## config.mk

```make
export PLATFORM = sky130hd
export DESIGN_NAME = pixel_array_ctrl
export DESIGN_NICKNAME = d
export VERILOG_FILES = /design/src/rtl/pixel_array_ctrl_pkg.sv /design/src/rtl/pixel_array_ctrl_row_buffer.sv /design/src/rtl/pixel_array_ctrl.sv
export SDC_FILE = /design/constraint.sdc
export NUM_CORES = 1
export LEC_CHECK = 0
export ABC_CLOCK_PERIOD_IN_PS = 2800
export BUFFER_PORTS_ARGS = -buffer_cell sky130_fd_sc_hd__buf_2
export CAP_MARGIN = 20
export CORE_ASPECT_RATIO = 1.25
export CORE_MARGIN = 8
export CORE_UTILIZATION = 57
export CTS_BUF_LIST = sky130_fd_sc_hd__clkbuf_4
export DETAILED_ROUTE_END_ITERATION = 8
export GPL_ROUTABILITY_DRIVEN = 0
export PLACE_DENSITY = 0.82
export SYNTH_ARGS = -nofsm -noshare
export SYNTH_HDL_FRONTEND = slang
export SYNTH_SLANG_ARGS = --single-unit
```

## constraint.sdc

```tcl
create_clock -name clk -period 2.8 [get_ports clk]
set_input_delay 0.42 -clock clk [delete_from_list [all_inputs] [get_ports clk]]
set_output_delay 0.42 -clock clk [all_outputs]
set_load 0.03 [all_outputs]
```

## src/rtl/pixel_array_ctrl_pkg.sv

```systemverilog
// Pixel sensor configuration (PixelSensorConfig): array geometry, default
// phase lengths and the controller state encoding.
package pixel_array_ctrl_pkg;

  localparam int PIXEL_BITS          = 8;
  localparam int PIXEL_ARRAY_WIDTH   = 2;
  localparam int PIXEL_ARRAY_HEIGHT  = 2;
  localparam int PIXEL_ERASE_CYCLES  = 5;
  localparam int PIXEL_EXPOSE_CYCLES = 255;

  typedef enum logic [2:0] {
    IDLE,
    ERASE,
    EXPOSE,
    CONVERT,
    ROW_SEL,
    ROW_CAP,
    STREAM
  } pixel_ctrl_state_t;

endpackage

```

## src/rtl/pixel_array_ctrl_row_buffer.sv

```systemverilog
// One row of captured pixels, loaded in parallel from the column buses
// and read back one column at a time.
module pixel_row_buffer #(
  parameter int PIXEL_BITS = pixel_array_ctrl_pkg::PIXEL_BITS,
  parameter int WIDTH      = pixel_array_ctrl_pkg::PIXEL_ARRAY_WIDTH
) (
  input  logic                        clk,
  input  logic                        reset,
  input  logic                        i_capture,
  input  logic [WIDTH*PIXEL_BITS-1:0] i_rowData,
  input  logic [$clog2(WIDTH)-1:0]    i_col,
  output logic [PIXEL_BITS-1:0]       o_pixel
);

  logic [PIXEL_BITS-1:0] r_pixels [WIDTH];

  always_ff @(posedge clk) begin
    if (!reset) begin
      for (int c = 0; c < WIDTH; c++) r_pixels[c] <= '0;
    end else if (i_capture) begin
      for (int c = 0; c < WIDTH; c++) r_pixels[c] <= i_rowData[c*PIXEL_BITS +: PIXEL_BITS];
    end
  end

  assign o_pixel = r_pixels[i_col];

endmodule

```

## src/rtl/pixel_array_ctrl.sv

```systemverilog
// Frame sequencer for the pixel sensor array: erase, expose, ramp conversion,
// then row-by-row readout streamed over a valid/ready port.
module pixel_array_ctrl #(
  parameter int PIXEL_BITS         = pixel_array_ctrl_pkg::PIXEL_BITS,
  parameter int PIXEL_ARRAY_WIDTH  = pixel_array_ctrl_pkg::PIXEL_ARRAY_WIDTH,
  parameter int PIXEL_ARRAY_HEIGHT = pixel_array_ctrl_pkg::PIXEL_ARRAY_HEIGHT,
  parameter int ERASE_CYCLES       = pixel_array_ctrl_pkg::PIXEL_ERASE_CYCLES,
  parameter int EXPOSE_CYCLES      = pixel_array_ctrl_pkg::PIXEL_EXPOSE_CYCLES
) (
  input  logic                                      clk,
  input  logic                                      reset,
  input  logic                                      start,
  output logic                                      busy,
  output logic                                      erase,
  output logic                                      expose,
  output logic                                      vbn1,
  output logic                                      ramp,
  output logic [PIXEL_BITS-1:0]                     counter,
  output logic [PIXEL_ARRAY_HEIGHT-1:0]             read,
  input  logic [PIXEL_ARRAY_WIDTH*PIXEL_BITS-1:0]   data_in,
  output logic                                      pix_valid,
  input  logic                                      pix_ready,
  output logic [PIXEL_BITS-1:0]                     pix_data,
  output logic [$clog2(PIXEL_ARRAY_HEIGHT)-1:0]     pix_row,
  output logic [$clog2(PIXEL_ARRAY_WIDTH)-1:0]      pix_col,
  output logic                                      pix_last,
  output logic                                      frame_done
);

  import pixel_array_ctrl_pkg::*;

  localparam int ROW_W   = $clog2(PIXEL_ARRAY_HEIGHT);
  localparam int COL_W   = $clog2(PIXEL_ARRAY_WIDTH);
  localparam int MAX_CYC = (ERASE_CYCLES > EXPOSE_CYCLES) ? ERASE_CYCLES : EXPOSE_CYCLES;
  localparam int TIMER_W = $clog2(MAX_CYC + 1);
  localparam logic [PIXEL_BITS:0] CONVERT_STEPS = {1'b1, {PIXEL_BITS{1'b0}}};

  pixel_ctrl_state_t               r_state;
  logic [TIMER_W-1:0]              r_timer;
  logic [PIXEL_BITS:0]             r_step;
  logic                            r_phase;
  logic [ROW_W-1:0]                r_row;
  logic [COL_W-1:0]                r_col;
  logic                            r_erase;
  logic                            r_expose;
  logic                            r_vbn1;
  logic [PIXEL_ARRAY_HEIGHT-1:0]   r_read;
  logic                            r_pixValid;
  logic                            r_pixLast;
  logic                            r_frameDone;

  logic [PIXEL_BITS:0]             w_stepNext;
  logic [ROW_W-1:0]                w_rowNext;
  logic [COL_W-1:0]                w_colNext;
  logic                            w_lastRow;
  logic                            w_lastCol;
  logic                            w_capture;
  logic [PIXEL_BITS-1:0]           w_bufPixel;

  assign w_stepNext = r_step + 1'b1;
  assign w_rowNext  = r_row + 1'b1;
  assign w_colNext  = r_col + 1'b1;
  assign w_lastRow  = (r_row == ROW_W'(PIXEL_ARRAY_HEIGHT - 1));
  assign w_lastCol  = (r_col == COL_W'(PIXEL_ARRAY_WIDTH - 1));
  assign w_capture  = (r_state == ROW_CAP);

  pixel_row_buffer #(
    .PIXEL_BITS (PIXEL_BITS),
    .WIDTH      (PIXEL_ARRAY_WIDTH)
  ) u_rowBuffer (
    .clk       (clk),
    .reset     (reset),
    .i_capture (w_capture),
    .i_rowData (data_in),
    .i_col     (r_col),
    .o_pixel   (w_bufPixel)
  );

  // Each conversion step spends one cycle settling the counter (r_phase=0)
  // and one cycle with ramp high, so the counter leads every ramp rise.
  always_ff @(posedge clk) begin
    if (!reset) begin
      r_state     <= IDLE;
      r_timer     <= '0;
      r_step      <= '0;
      r_phase     <= 1'b0;
      r_row       <= '0;
      r_col       <= '0;
      r_erase     <= 1'b0;
      r_expose    <= 1'b0;
      r_vbn1      <= 1'b0;
      r_read      <= '0;
      r_pixValid  <= 1'b0;
      r_pixLast   <= 1'b0;
      r_frameDone <= 1'b0;
    end else begin
      r_frameDone <= 1'b0;
      case (r_state)
        IDLE: begin
          if (start) begin
            r_state <= ERASE;
            r_erase <= 1'b1;
            r_timer <= '0;
          end
        end
        ERASE: begin
          if (r_timer == TIMER_W'(ERASE_CYCLES - 1)) begin
            r_state  <= EXPOSE;
            r_erase  <= 1'b0;
            r_expose <= 1'b1;
            r_vbn1   <= 1'b1;
            r_timer  <= '0;
          end else begin
            r_timer <= r_timer + 1'b1;
          end
        end
        EXPOSE: begin
          if (r_timer == TIMER_W'(EXPOSE_CYCLES - 1)) begin
            r_state  <= CONVERT;
            r_expose <= 1'b0;
            r_vbn1   <= 1'b0;
            r_timer  <= '0;
            r_step   <= '0;
            r_phase  <= 1'b0;
          end else begin
            r_timer <= r_timer + 1'b1;
            r_vbn1  <= ~r_vbn1;
          end
        end
        CONVERT: begin
          if (!r_phase) begin
            r_phase <= 1'b1;
          end else begin
            r_phase <= 1'b0;
            if (w_stepNext == CONVERT_STEPS) begin
              r_step  <= '0;
              r_state <= ROW_SEL;
              r_row   <= '0;
              r_read  <= PIXEL_ARRAY_HEIGHT'(1);
            end else begin
              r_step <= w_stepNext;
            end
          end
        end
        ROW_SEL: begin
          r_state <= ROW_CAP;
        end
        ROW_CAP: begin
          r_state    <= STREAM;
          r_read     <= '0;
          r_col      <= '0;
          r_pixValid <= 1'b1;
          r_pixLast  <= w_lastRow && (PIXEL_ARRAY_WIDTH == 1);
        end
        STREAM: begin
          // Everything stays frozen until the sink takes the current pixel.
          if (pix_ready) begin
            if (w_lastCol) begin
              r_pixValid <= 1'b0;
              r_pixLast  <= 1'b0;
              r_col      <= '0;
              if (w_lastRow) begin
                r_state     <= IDLE;
                r_row       <= '0;
                r_frameDone <= 1'b1;
              end else begin
                r_state <= ROW_SEL;
                r_row   <= w_rowNext;
                r_read  <= PIXEL_ARRAY_HEIGHT'(1) << w_rowNext;
              end
            end else begin
              r_col     <= w_colNext;
              r_pixLast <= w_lastRow && (w_colNext == COL_W'(PIXEL_ARRAY_WIDTH - 1));
            end
          end
        end
        default: r_state <= IDLE;
      endcase
    end
  end

  assign busy       = (r_state != IDLE);
  assign erase      = r_erase;
  assign expose     = r_expose;
  assign vbn1       = r_vbn1;
  assign ramp       = r_phase;
  assign counter    = r_step[PIXEL_BITS-1:0];
  assign read       = r_read;
  assign pix_valid  = r_pixValid;
  assign pix_data   = r_pixValid ? w_bufPixel : '0;
  assign pix_row    = r_row;
  assign pix_col    = r_col;
  assign pix_last   = r_pixLast;
  assign frame_done = r_frameDone;

endmodule
```

==> results of run 1 <==
==> kinds of logic (layout without fill, tap and decap cells) <==
kind of cell,count (synthesis),after routing,share of synthesized area
adder cells (fa/ha/maj),4,4,0.0192
XOR/XNOR,11,11,0.0370
AO/OA/AOI/OAI,62,62,0.184
AND/OR/NAND/NOR,115,115,0.240
buffers and inverters,23,63,0.0466
multiplexers,11,11,0.0427
flip-flops,48,48,0.430
==> layer usage <==
metal / vias up / global-route usage
met5: - / 0
met4: 0 / 0.0772
met3: 9 / 0.0434
met2: 42 / 0.277
met1: 988 / 0.171
li1: 1062 / -
==> final cells by class <==
type                    count  area, sq um
clock buffers               5         37.5
clock inverters             3         42.5
fillers                   398         1480
inverters                   6         22.5
multi-input cells         203         1360
flip-flops and latches     48         1120
well taps                  58         72.6
repair buffers             49          250
==> synthesized netlist by cell type (2+ instances only) <==
cell type | number | area [sq um]
and2_1 | 18 | 113
nand2b_1 | 2 | 12.5
inv_1 | 6 | 22.5
a31oi_1 | 2 | 12.5
nor2_1 | 28 | 105
nor2b_1 | 9 | 56.3
nand3b_1 | 3 | 22.5
a2111oi_0 | 2 | 17.5
or2_2 | 5 | 31.3
or3_1 | 2 | 12.5
nand2_1 | 18 | 67.6
o2bb2ai_1 | 2 | 17.5
nand4b_1 | 2 | 17.5
dfxtp_1 | 32 | 641
buf_4 | 9 | 67.6
a22oi_1 | 2 | 15.0
nand3_1 | 12 | 60.1
edfxtp_1 | 16 | 480
clkbuf_1 | 6 | 22.5
nor3_1 | 3 | 15.0
o21ai_0 | 11 | 55.1
xor2_1 | 3 | 26.3
o21a_1 | 2 | 15.0
a211oi_1 | 6 | 45.0
xnor2_1 | 8 | 70.1
o221ai_1 | 2 | 17.5
a21oi_1 | 15 | 75.1
mux2i_1 | 10 | 100
nand4_1 | 5 | 31.3
o21ai_2 | 2 | 17.5
ha_1 | 4 | 50.1
==> per-stage QoR <==
stage | instances | instance area, sq um | power (mW) | utilization | setup WS (ns)
after floorplan | 274 | 2610 | 1.27 | - | 0.760
after global placement | 364 | 2830 | 1.37 | 0.644 | 0.677
final | 372 | 2910 | 1.78 | 0.662 | 0.562
after CTS | 372 | 2910 | 1.79 | 0.662 | 0.562
after detailed placement | 364 | 2830 | 1.39 | 0.644 | 0.598
after global routing | 372 | 2910 | 1.87 | 0.662 | 0.349
==> registers in the layout (all words and copies together) (netlist names), named ones only <==
| register | count |
|---|---|
| r_timer | 8 |
| read | 2 |
| u_rowBuffer.r_pixels | 16 |
| pix_valid | 1 |
| ramp | 1 |
| pix_col | 1 |
| vbn1 | 1 |
| expose | 1 |
| r_state | 3 |
| frame_done | 1 |
| pix_row | 1 |
| erase | 1 |
| pix_last | 1 |
| r_step | 9 |
==> power by group through the flow <==
stage	sequential, mW	combinational (mW)	clock [mW]
floorplan	0.865	0.404	0
global placement	0.867	0.502	0
detailed placement	0.871	0.519	0
CTS	0.855	0.520	0.415
global route	0.867	0.565	0.443
finish	0.857	0.520	0.404
==> worst max path at each step <==
stage / start / end / slack (ns) / cells past startpoint
6_report: r_state[1] / read[0] / 0.56 / 5
5_1_grt: r_state[1] / read[0] / 0.35 / 5
4_1_cts: r_state[1] / read[0] / 0.56 / 5
3_5_place_dp: r_state[1] / r_step[6] / 0.60 / 5
3_3_place_gp: r_step[0] / r_step[6] / 0.68 / 6
2_1_floorplan: r_step[0] / r_state[1] / 0.76 / 6
==> layout by cell type, fill, tap and decap left out, drive strengths merged, types with 4 or more instances in the layout <==
cell	count
mux2i	10
a211oi	6
nand4	6
xnor2	8
buf	49
and2	18
edfxtp	16
nand2	18
nand3	12
a21oi	15
dfxtp	32
ha	4
inv	6
nor2	28
nor2b	9
clkbuf	5
o21ai	13
or2	5
==> impl_metrics.yaml, run 1 <==
synth:
  gate_count_post_synth: 274
  synth_seq_area_share: 0.430
  synth_seq_cells: 48
  async_reset_ff_frac: 0
  postSynthAreaPerCell_sq_um: 9.51
  mappedNetlistNets: 298
  syn_area_sq_mm: 0.00260
  synth_edf_count: 16
  synthFlopType: "dfxtp_1"
  synth_warnings: 0
  yosysUniqueCellTypes: 58
setup_path:
  r2r.worst_path.cells: 5
  timing.critical_path.to_type: "flop"
  ff2ff_setup_slack_ns: 0.56
  timing.critical_path.required_ns: 3.10
  timing.critical_path.arrival_ns: 2.54
  timing.critical_path.cells: "inv_1 -> nand3_1 -> nand2_1 -> or2_2 -> mux2i_1"
  cp_top_family: "simple AND/OR/NAND/NOR gates"
  regToRegEndpoint: "read[0]"
  reg2reg_from: "r_state[1]"
  timing.critical_path.slowest_stage_cell: "dfxtp_1"
  critical_path.max_stage_delay_ns: 0.73
  critical_path_class: "reg2reg"
  crit_path_start_kind: "flop"
  crit_path_max_fanout: 19
  timing.critical_path.buf_inv: 1
place:
  dp_hpwl_mm: 4.05
  numPortBuffers: 47
cts:
  clock_tree.root_cell: "clkbuf_4"
  cts.repair_timing.setup_buffer_count: 0
  cts-buffers-inserted: 5
  tritoncts: "built"
  postCtsResizedCells: 0
  holdBufCountCts: 0
  cts_max_path_bufs: 2
  clk-insertion-delay-late_ns: 0.36
  htree_levels: 2
  clk_transition_reported_paths_ns: 0.14
  clock_sink_count: 48
routing:
  wl_met3_microns: 258
  wirelength_met1_mm: 2.37
  detail_route.vias_per_cell: 5.65
  routed-via-count: 2101
  detail_route.drc_violations: 0
  drtPass1Iterations: 4
  met2WireLength_mm: 2.78
  totalWireLength_mm: 5.50
  drtIter0Drc: 131
  postRouteAntennaNets: 0
  maxUsedRoutingLayer: "met4"
  wl_per_cell_microns: 14.8
hold_path:
  hold_path.class: "in2reg"
  origin_of_the_worst_min_delay_path: "data_in[3]"
  hold_path_depth: 2
  hold-path-endpoint: "u_rowBuffer.r_pixels[0][3]"
global_route:
  grt_overflow_total: 0
  first_global_vias: 2030
  grt_use_total: 0.158
  grt_antenna_before_repair: 0
  grt_pass1_wl_mm: 9.21
  grt_start_max_net_pins: 20
finish:
  layout_area_growth_over_synthesis_pct: 11.7
  fin_nets: 337
  final_layout_size_suffix_gt1_frac: 0.239
  num_antenna_cells: 0
timing:
  timing.hold.ws_ns: 0.321
  max_freq_mhz: 447
  grt_setup_unrepaired: "false"
  tightestPinTransition_ns: 0.700
  finalSetupViolations: 0
  period_share: 0.799
  report.final.slew_viol_count: 0
  timing.final.crit_period_ns: 2.24
  finClkSkew_ns: 0.00610
  tightest_slew_margin_relative_to_the_limit: 0.530
  total_neg_setup_slack_ns: 0
  hold_violations: 0
power_and_ir_drop:
  vdd.ir_drop.worst_uv: 403
  share_comb_of_total_power: 0.292
  power_frac_seq: 0.481
  clkPwrFrac: 0.227
  switchingPower_mw: 0.614
  power_per_cell_area_mw_per_mm2: 612
  switching_fraction_of_total_power: 0.345
  intPower_mw: 1.17
  cellLeakagePower_nw: 1.10
flow_run:
  drv_cap: 0
floorplanning:
  io_pins: 48
  die-width_microns: 76.5
  start_util: 0.593
  std_cell_rows: 27
  fp.dieArea_sq_mm: 0.00700
  core-area_sq_mm: 0.00439
  die_height_microns: 91.6
outcome:
  run_status: "finished, final reports clean"
Power figures use the tool's default switching activity.
==> run 2: changes to the inputs <==
--- a/config.mk
+++ b/config.mk
@@ -5,7 +5,7 @@
 export SDC_FILE = /design/constraint.sdc
 export NUM_CORES = 1
 export LEC_CHECK = 0
-export ABC_CLOCK_PERIOD_IN_PS = 2800
+export ABC_CLOCK_PERIOD_IN_PS = 2210
 export BUFFER_PORTS_ARGS = -buffer_cell sky130_fd_sc_hd__buf_2
 export CAP_MARGIN = 20
 export CORE_ASPECT_RATIO = 1.25
==> constraint.sdc (replaced) <==
create_clock -name clk -period 2.21 [get_ports clk]
set_input_delay 0.3315 -clock clk [delete_from_list [all_inputs] [get_ports clk]]
set_output_delay 0.3315 -clock clk [all_outputs]
set_load 0.03 [all_outputs]
==> impl_metrics.yaml, run 2 (synthesized netlist as in run 1, its figures left out) <==
cts:
  cts-buffers-inserted: 5
  clk-insertion-delay-late_ns: 0.36
  htree_levels: 2
  cts_max_path_bufs: 2
  clock_tree.root_cell: "clkbuf_4"
  clock_sink_count: 48
  holdBufCountCts: 0
  clk_transition_reported_paths_ns: 0.15
  tritoncts: "built"
  cts.repair_timing.setup_buffer_count: 0
power_and_ir_drop:
  vdd.ir_drop.worst_uv: 662
  design_power_total_mw: 2.23
  cellLeakagePower_nw: 1.16
  power_per_cell_area_mw_per_mm2: 743
hold_path:
  hold_path.class: "in2reg"
  hold_path_depth: 2
floorplanning:
  start_util: 0.593
  fp.dieArea_sq_mm: 0.00700
  io_pins: 48
  die-width_microns: 76.5
  core-area_sq_mm: 0.00439
  std_cell_rows: 27
  die_height_microns: 91.6
finish:
  max_ffs_per_register: 16
  largest_registers: "u_rowBuffer.r_pixels (16), r_step (9), r_timer (8)"
  mostFrequentLayoutCells: "47 x buf_2, 32 x dfxtp_1, 28 x nor2_1, 18 x nand2_1, 18 x and2_1"
  num_antenna_cells: 0
  layout_area_growth_over_synthesis_pct: 15.3
  largest-register: "u_rowBuffer.r_pixels"
  layout.cells.most_common: "buf_2"
  finalNonFillerCells: 387
  fin_nets: 352
  final_layout_size_suffix_gt1_frac: 0.277
setup_path:
  critical_path_class: "reg2reg"
  r2r.worst_path.cells: 6
  crit_path_start_kind: "flop"
  timing.critical_path.required_ns: 2.48
  crit_path_max_fanout: 6
  timing.critical_path.to_type: "flop"
  timing.critical_path.arrival_ns: 2.36
global_route:
  grt_antenna_before_repair: 0
  grt_start_max_net_pins: 17
  grt_overflow_total: 0
  grt_pass1_wl_mm: 9.48
  first_global_vias: 2092
  grt_use_total: 0.161
timing:
  tightest_slew_margin_relative_to_the_limit: 0.518
  hold_violations: 0
  max_freq_mhz: 479
  grt_setup_unrepaired: "false"
  timing.hold.ws_ns: 0.230
  finalSetupViolations: 0
  final_critical_path_setup_slack_ns: 0.121
  tightestPinTransition_ns: 0.720
  timing.final.crit_period_ns: 2.09
  report.final.slew_viol_count: 0
  period_share: 0.945
  total_neg_setup_slack_ns: 0
  finClkSkew_ns: 0.0217
routing:
  detail_route.drc_violations: 0
  totalWireLength_mm: 5.70
  wl_per_cell_microns: 14.7
  drtIter0Drc: 147
  detail_route.vias_per_cell: 5.62
  routed-via-count: 2176
  drtPass1Iterations: 4
  postRouteAntennaNets: 0
place:
  numPortBuffers: 47
  dp_hpwl_mm: 4.27
  post-place-cells: 379
  post-place-ws_ns: 0.0858
flow_run:
  drv_cap: 0
outcome:
  run_status: "finished, final reports clean"
[run 2: cell count changes in the layout (fill, tap and decap cells not counted), sizes merged]
cell      previous run  this run
buf                 49        64
bufinv               1         0
clkbuf               5         6
clkinv               2         1
clkinvlp             0         1
[run 2: repair_timing]
item                                    4_1_cts  5_1_grt
endpoints found under the setup margin        0        9
endpoints found under the hold margin         0        0
gates resized for setup                       0        2
[run 2: report_power, final]
group          internal (mW)  leakage, nW  switching [mW]  total (mW)
logic                  0.328        0.710           0.439       0.767
registers              0.978        0.424          0.0733        1.05
clock network          0.134       0.0293           0.280       0.414
total                   1.44         1.16           0.792        2.23
[run 2: layer usage]
metal	GRT usage	share of wire	vias to the layer above
met5	0	0	-
met2	0.283	0.53	50
met3	0.0513	0.051	7
met1	0.172	0.41	1026
li1	-	-	1093
met4	0.0723	0.014	0
[run 2: through the flow]
stage	cell area, sq um	utilization
detailed placement	2940	0.670
finish	3000	0.684
CTS	3000	0.683
global placement	2940	0.670
floorplan	2610	-
global route	3000	0.684
[run 2: final cells by class]
type	instances	area, sq um
sequential	48	1120
multi-input combinational	203	1370
clock inverter	2	11.3
tap	58	72.6
timing repair buffer	64	363
fill	375	1390
inverter	6	22.5
clock buffer	6	45.0
[run 2: worst paths after layout]
check,start,endpoint,slack [ns]
max,r_step[1],r_state[1],0.12
min,data_in[2],u_rowBuffer.r_pixels[0][2],0.23
max reg2reg,r_step[1],r_state[1],0.12
min reg2reg,read[1],read[1],0.48
[run 2: worst max-delay path: stages, from the launching register on]
cell	delay, ns
dfxtp_1	0.38
ha_1	0.21
or3_4	0.34
a2111oi_4	0.42
o21ai_2	0.14
a2111oi_2	0.39
o32ai_1	0.12
